`src/rtl/audio_vol_arbiter.sv`:
```
// Round-robin arbiter for the audio encoder's vol input. Grants change only at
// encoder word boundaries, tracked by a free-running bit counter.
module audio_vol_arbiter #(
  parameter int N_REQ     = 4,
  parameter int VOL_WIDTH = 6,
  parameter int WORD_BITS = 8
) (
  input  logic                       clk_audio_bit,
  input  logic                       reset,
  input  logic [N_REQ-1:0]           req,
  input  logic [N_REQ*VOL_WIDTH-1:0] vol_in,
  input  logic                       mute,
  output logic [VOL_WIDTH-1:0]       vol,
  output logic [N_REQ-1:0]           gnt,
  output logic [$clog2(N_REQ)-1:0]   active_id,
  output logic                       word_start,
  output logic                       channel
);

  localparam int ID_W  = $clog2(N_REQ);
  localparam int CNT_W = $clog2(WORD_BITS);

  logic [CNT_W-1:0]     bit_cnt;
  logic [ID_W-1:0]      ptr;
  logic [ID_W-1:0]      win_id;
  logic [ID_W-1:0]      ptr_next;
  logic [ID_W:0]        idx;
  logic                 win_found;
  logic                 boundary;
  logic [VOL_WIDTH-1:0] vol_arr [N_REQ];

  for (genvar k = 0; k < N_REQ; k++) begin : g_unpack
    assign vol_arr[k] = vol_in[k*VOL_WIDTH +: VOL_WIDTH];
  end

  assign boundary   = (bit_cnt == CNT_W'(WORD_BITS - 1));
  assign word_start = (bit_cnt == '0);

  // Cyclic search upward from ptr; the extra idx bit lets ptr+i exceed N_REQ before folding.
  always_comb begin
    // NOTE: every always_comb output gets a default first so no path can infer a latch.
    win_found = 1'b0;
    win_id    = '0;
    idx       = '0;
    for (int i = 0; i < N_REQ; i++) begin
      idx = {1'b0, ptr} + (ID_W+1)'(i);
      if (idx >= (ID_W+1)'(N_REQ)) idx = idx - (ID_W+1)'(N_REQ);
      if (!win_found && req[idx[ID_W-1:0]]) begin
        win_found = 1'b1;
        win_id    = idx[ID_W-1:0];
      end
    end
  end

  assign ptr_next = (win_id == ID_W'(N_REQ - 1)) ? '0 : win_id + 1'b1;

  always_ff @(posedge clk_audio_bit) begin
    // NOTE: state uses non-blocking assignments so every register samples pre-edge values.
    if (reset) begin
      bit_cnt   <= '0;
      ptr       <= '0;
      vol       <= '0;
      gnt       <= '0;
      active_id <= '0;
      channel   <= 1'b0;
    end else begin
      gnt <= '0;
      if (boundary) begin
        bit_cnt <= '0;
        channel <= ~channel;
        // Mute wins over requests and leaves them pending with ptr untouched.
        if (mute) begin
          vol <= '0;
        end else if (win_found) begin
          vol       <= vol_arr[win_id];
          active_id <= win_id;
          gnt       <= N_REQ'(1) << win_id;
          ptr       <= ptr_next;
        end
      end else begin
        bit_cnt <= bit_cnt + 1'b1;
      end
    end
  end

endmodule

```
`config.mk`:
```
export PLATFORM = sky130hd
export DESIGN_NAME = audio_vol_arbiter
export DESIGN_NICKNAME = d
export VERILOG_FILES = /design/src/rtl/audio_vol_arbiter.sv
export SDC_FILE = /design/constraint.sdc
export NUM_CORES = 1
export LEC_CHECK = 0
export BUFFER_PORTS_ARGS = -buffer_cell sky130_fd_sc_hd__buf_2
export CORE_UTILIZATION = 49
export CTS_CLUSTER_SIZE = 40
export DETAILED_ROUTE_END_ITERATION = 10
export PLACE_DENSITY = 0.84
export SYNTH_ARGS = -nofsm -noshare
export SYNTH_HDL_FRONTEND = slang
export SYNTH_SLANG_ARGS = --single-unit
```
`constraint.sdc`:
```
create_clock -name clk_audio_bit -period 2.8 [get_ports clk_audio_bit]
set_input_delay 0.14 -clock clk_audio_bit [delete_from_list [all_inputs] [get_ports clk_audio_bit]]
set_output_delay 0.14 -clock clk_audio_bit [all_outputs]
set_load 0.01 [all_outputs]
```
==> metrics.md <==
| Metric | Value |
|---|---|
| Status | `finished, final reports clean` |
| Final nets | `193` |
| Delay-heaviest family, CP | `simple AND/OR/NAND/NOR gates` |
| HPWL Detailed | `1.87 mm` |
| Die Ht | `46.8 um` |
| Register Area | `360 sq um` |
| Final hold vios | `0` |
| LEAKAGE | `0.637 nW` |
| Largest net degree at the start of global routing | `19` |
| CTS tree | `built` |
| Routed Antenna Nets | `0` |
| Fillers | `164` |
| HP Class | `input port to register` |
| Clk Latency, worst-skew pair | `0.29 ns` |
| Reg power frac | `51.8%` |
| Reg clk slew, reported paths | `0.10 ns` |
| Post-synth EDFFs | `0` |
| Setup TNS | `0 ns` |
| Clock skew | `0.00288 ns` |
| Buffers and inverters on the worst path | `0` |
| Final Cell Area | `1250 sq um` |
| Congestion Overflow GR | `0` |
| Relative slew slack | `45.3%` |
| Most frequent cell after synthesis | `dfxtp_1` |
| Synth async-reset ratio | `0%` |
| GP Congestion | `0.854` |
| Sw Share | `24.6%` |
| CTS-repair resized insts | `0` |
| Netlist cell types | `33` |
| FF+latch count, synth | `18` |
| Ranking of synthesized cells by area | `dfxtp_1 37%, and3_1 5.1%, nand3_1 4.6%, o211a_1 4.1%, a211oi_1 3.8%` |
| Synthesized area | `985 sq um` |
| Starting density of the core | `54.7%` |
| Tightest Pin Transition | `0.820 ns` |
| Final Cycle Share | `70.9%` |
| Post-CTS Setup Inserts | `0` |
| PortBufs | `44` |
| Sw power | `0.125 mW` |
| Area Overhead vs Synth | `26.7%` |
| Antenna cells | `0` |
| Row Count | `15` |
| Vias/cell | `5.53` |
| Area of placed instances | `1210 sq um` |
| Seq/Total Area, Yosys | `36.6%` |
| First-pass DRT Iterations | `5` |
| Critical path launch point type | `register` |
| Multi-input gate area | `569 sq um` |
| # hold bufs at CTS | `0` |
| Synth Flop Type | `dfxtp_1` |
| Via count | `1012` |
| Drt initial violations | `26` |
| Max Fclk | `0.504 GHz` |
| Die ar. | `2190 sq um` |
| CTS buffer count | `3` |
| Initial antenna violation count | `0` |
| Top cell type's share of synthesized area | `36.6%` |
| Clk pwr share | `30.8%` |
| Final std cells w/o fill | `183` |
| Max Cap Viol | `0` |
| RSZ-0062 raised after global routing | `false` |
| Die Wd | `46.8 um` |
| Delay of the slowest critical-path stage | `0.44 ns` |
| First-pass GRT wire length | `3.54 mm` |
| Clock tree buffer depth | `2` |
| P_int | `0.382 mW` |
| Endpoint class of the critical path | `register` |
| Core region area | `1800 sq um` |
| Comb power frac | `17.4%` |
| Vias in the first global route | `864` |
| CP Cell Sequence | `nand2b_1 > nand4_1 > and3_1 > a211o_1 > a32o_1` |
| Minimum clock period | `1.99 ns` |
| Slew Limit Fails | `0` |
| Worst VDD drop | `348 uV` |
| Crit-path slowest cell | `nand4_1` |
| Pwr/cell area | `406 nW/um^2` |
| Post-synth top cells | `18 x dfxtp_1, 9 x nand3_1, 8 x and3_1, 8 x inv_1, 8 x nand2_1` |
| Yosys warnings | `0` |
| Gr usage total | `22.6%` |
| Syn Area/Cell | `8.56 sq um` |
| IO Count | `45` |
| H-tree levels | `1` |
| DRC Markers | `0` |
| Cell count after synthesis | `115` |
| CTS Root Cell | `clkbuf_4` |
| Layout cells sized above 1 | `33.5%` |
| DR WL/cell | `13.0 um` |
| CP max FO | `13` |
| CP Class | `register to register` |
| CP required | `2.99 ns` |
| Arr. time, crit path | `2.18 ns` |
| Synthesized Nets | `149` |
| Dpl cells | `179` |
| Final setup fails | `0` |
| Min Hold Slack | `0.138 ns` |
| WL final | `2.37 mm` |
| Area leader, netlist | `dfxtp_1` |
| Clock Sinks | `18` |
| Final core utilization | `69.2%` |
-- cells by family after synthesis --
kind of cell / Yosys count / share of synthesized area (%)
compound gates: 23 / 19.3
buf+inv: 13 / 5.59
simple gates: 54 / 30.7
mux: 3 / 3.05
xor+xnor: 1 / 0.890
flops: 18 / 36.6
fa+ha+maj: 3 / 3.81
-- cells in the final DEF (no fill, tap or decap) --
| master | instances |
|---|---|
| a211o_1 | 2 |
| a211oi_1 | 5 |
| a21oi_1 | 1 |
| a22oi_1 | 1 |
| a32o_1 | 2 |
| a32oi_2 | 1 |
| and3_1 | 8 |
| and4_1 | 1 |
| buf_2 | 44 |
| clkbuf_4 | 3 |
| clkbuf_8 | 1 |
| dfxtp_1 | 18 |
| ha_1 | 3 |
| inv_1 | 8 |
| mux2i_1 | 3 |
| nand2_1 | 8 |
| nand2b_1 | 5 |
| nand3_1 | 9 |
| nand4_1 | 1 |
| nor2_1 | 7 |
| nor2b_1 | 4 |
| nor3_1 | 2 |
| nor3b_1 | 2 |
| nor3b_2 | 1 |
| nor4_1 | 2 |
| o211a_1 | 4 |
| o21ai_0 | 2 |
| o22ai_1 | 1 |
| o31ai_1 | 4 |
| or2_2 | 2 |
| or3_1 | 1 |
| or4_4 | 1 |
| xnor2_1 | 1 |
-- flip-flops by register name, summed over array words and instances (netlist names) --
signal,cells
ptr,2
bit_cnt,3
vol,6
active_id,2
channel,1
gnt,4
-- final cells by class --
| cell class | count | area share, % |
|---|---|---|
| clock buffer | 4 | 2.91 |
| timing repair buffer | 44 | 17.7 |
| sequential | 18 | 28.9 |
| inverter | 8 | 2.41 |
| multi-input combinational | 84 | 45.6 |
| tap | 25 | 2.51 |
-- worst reg2reg max path, stage by stage (launching register included) --
cell	delay, ns
dfxtp_1	0.37
nand2b_1	0.19
nand4_1	0.44
and3_1	0.38
a211o_1	0.27
a32o_1	0.24
-- stage by stage --
stage	total power [mW]	setup WS [ns]
finish	0.507	0.815
global route	0.532	0.684
CTS	0.511	0.811
detailed placement	0.356	0.843
global placement	0.351	0.936
floorplan	0.321	1.08
-- power groups by stage --
stage / Clock [mW] / Combinational, mW / Sequential (mW)
after CTS: 0.160 / 0.0883 / 0.263
after floorplan: 0 / 0.0529 / 0.268
after global placement: 0 / 0.0830 / 0.268
final: 0.156 / 0.0881 / 0.263
after detailed placement: 0 / 0.0875 / 0.269
after global routing: 0.170 / 0.0984 / 0.263
-- per-layer routing --
metal / GRT usage, % / share of wire [%] / vias to the layer above
met4: 3.43 / 0.72 / 0
met3: 6.15 / 6.5 / 2
met1: 27.0 / 42 / 462
li1: - / - / 507
met5: 0 / 0 / -
met2: 41.1 / 51 / 41
-- worst paths after layout --
| path | depth (start not counted) | to | slack, ns | from |
|---|---|---|---|---|
| max | 5 | vol[3]$_SDFFE_PP0P_ | 0.81 | ptr[0]$_SDFFE_PP0P_ |
| min | 2 | channel$_SDFFE_PP0P_ | 0.14 | reset |
| max reg2reg | 5 | vol[3]$_SDFFE_PP0P_ | 0.81 | ptr[0]$_SDFFE_PP0P_ |
| min reg2reg | 1 | bit_cnt[0]$_SDFF_PP0_ | 0.46 | bit_cnt[0]$_SDFF_PP0_ |
(Power assumes the default switching activity.)
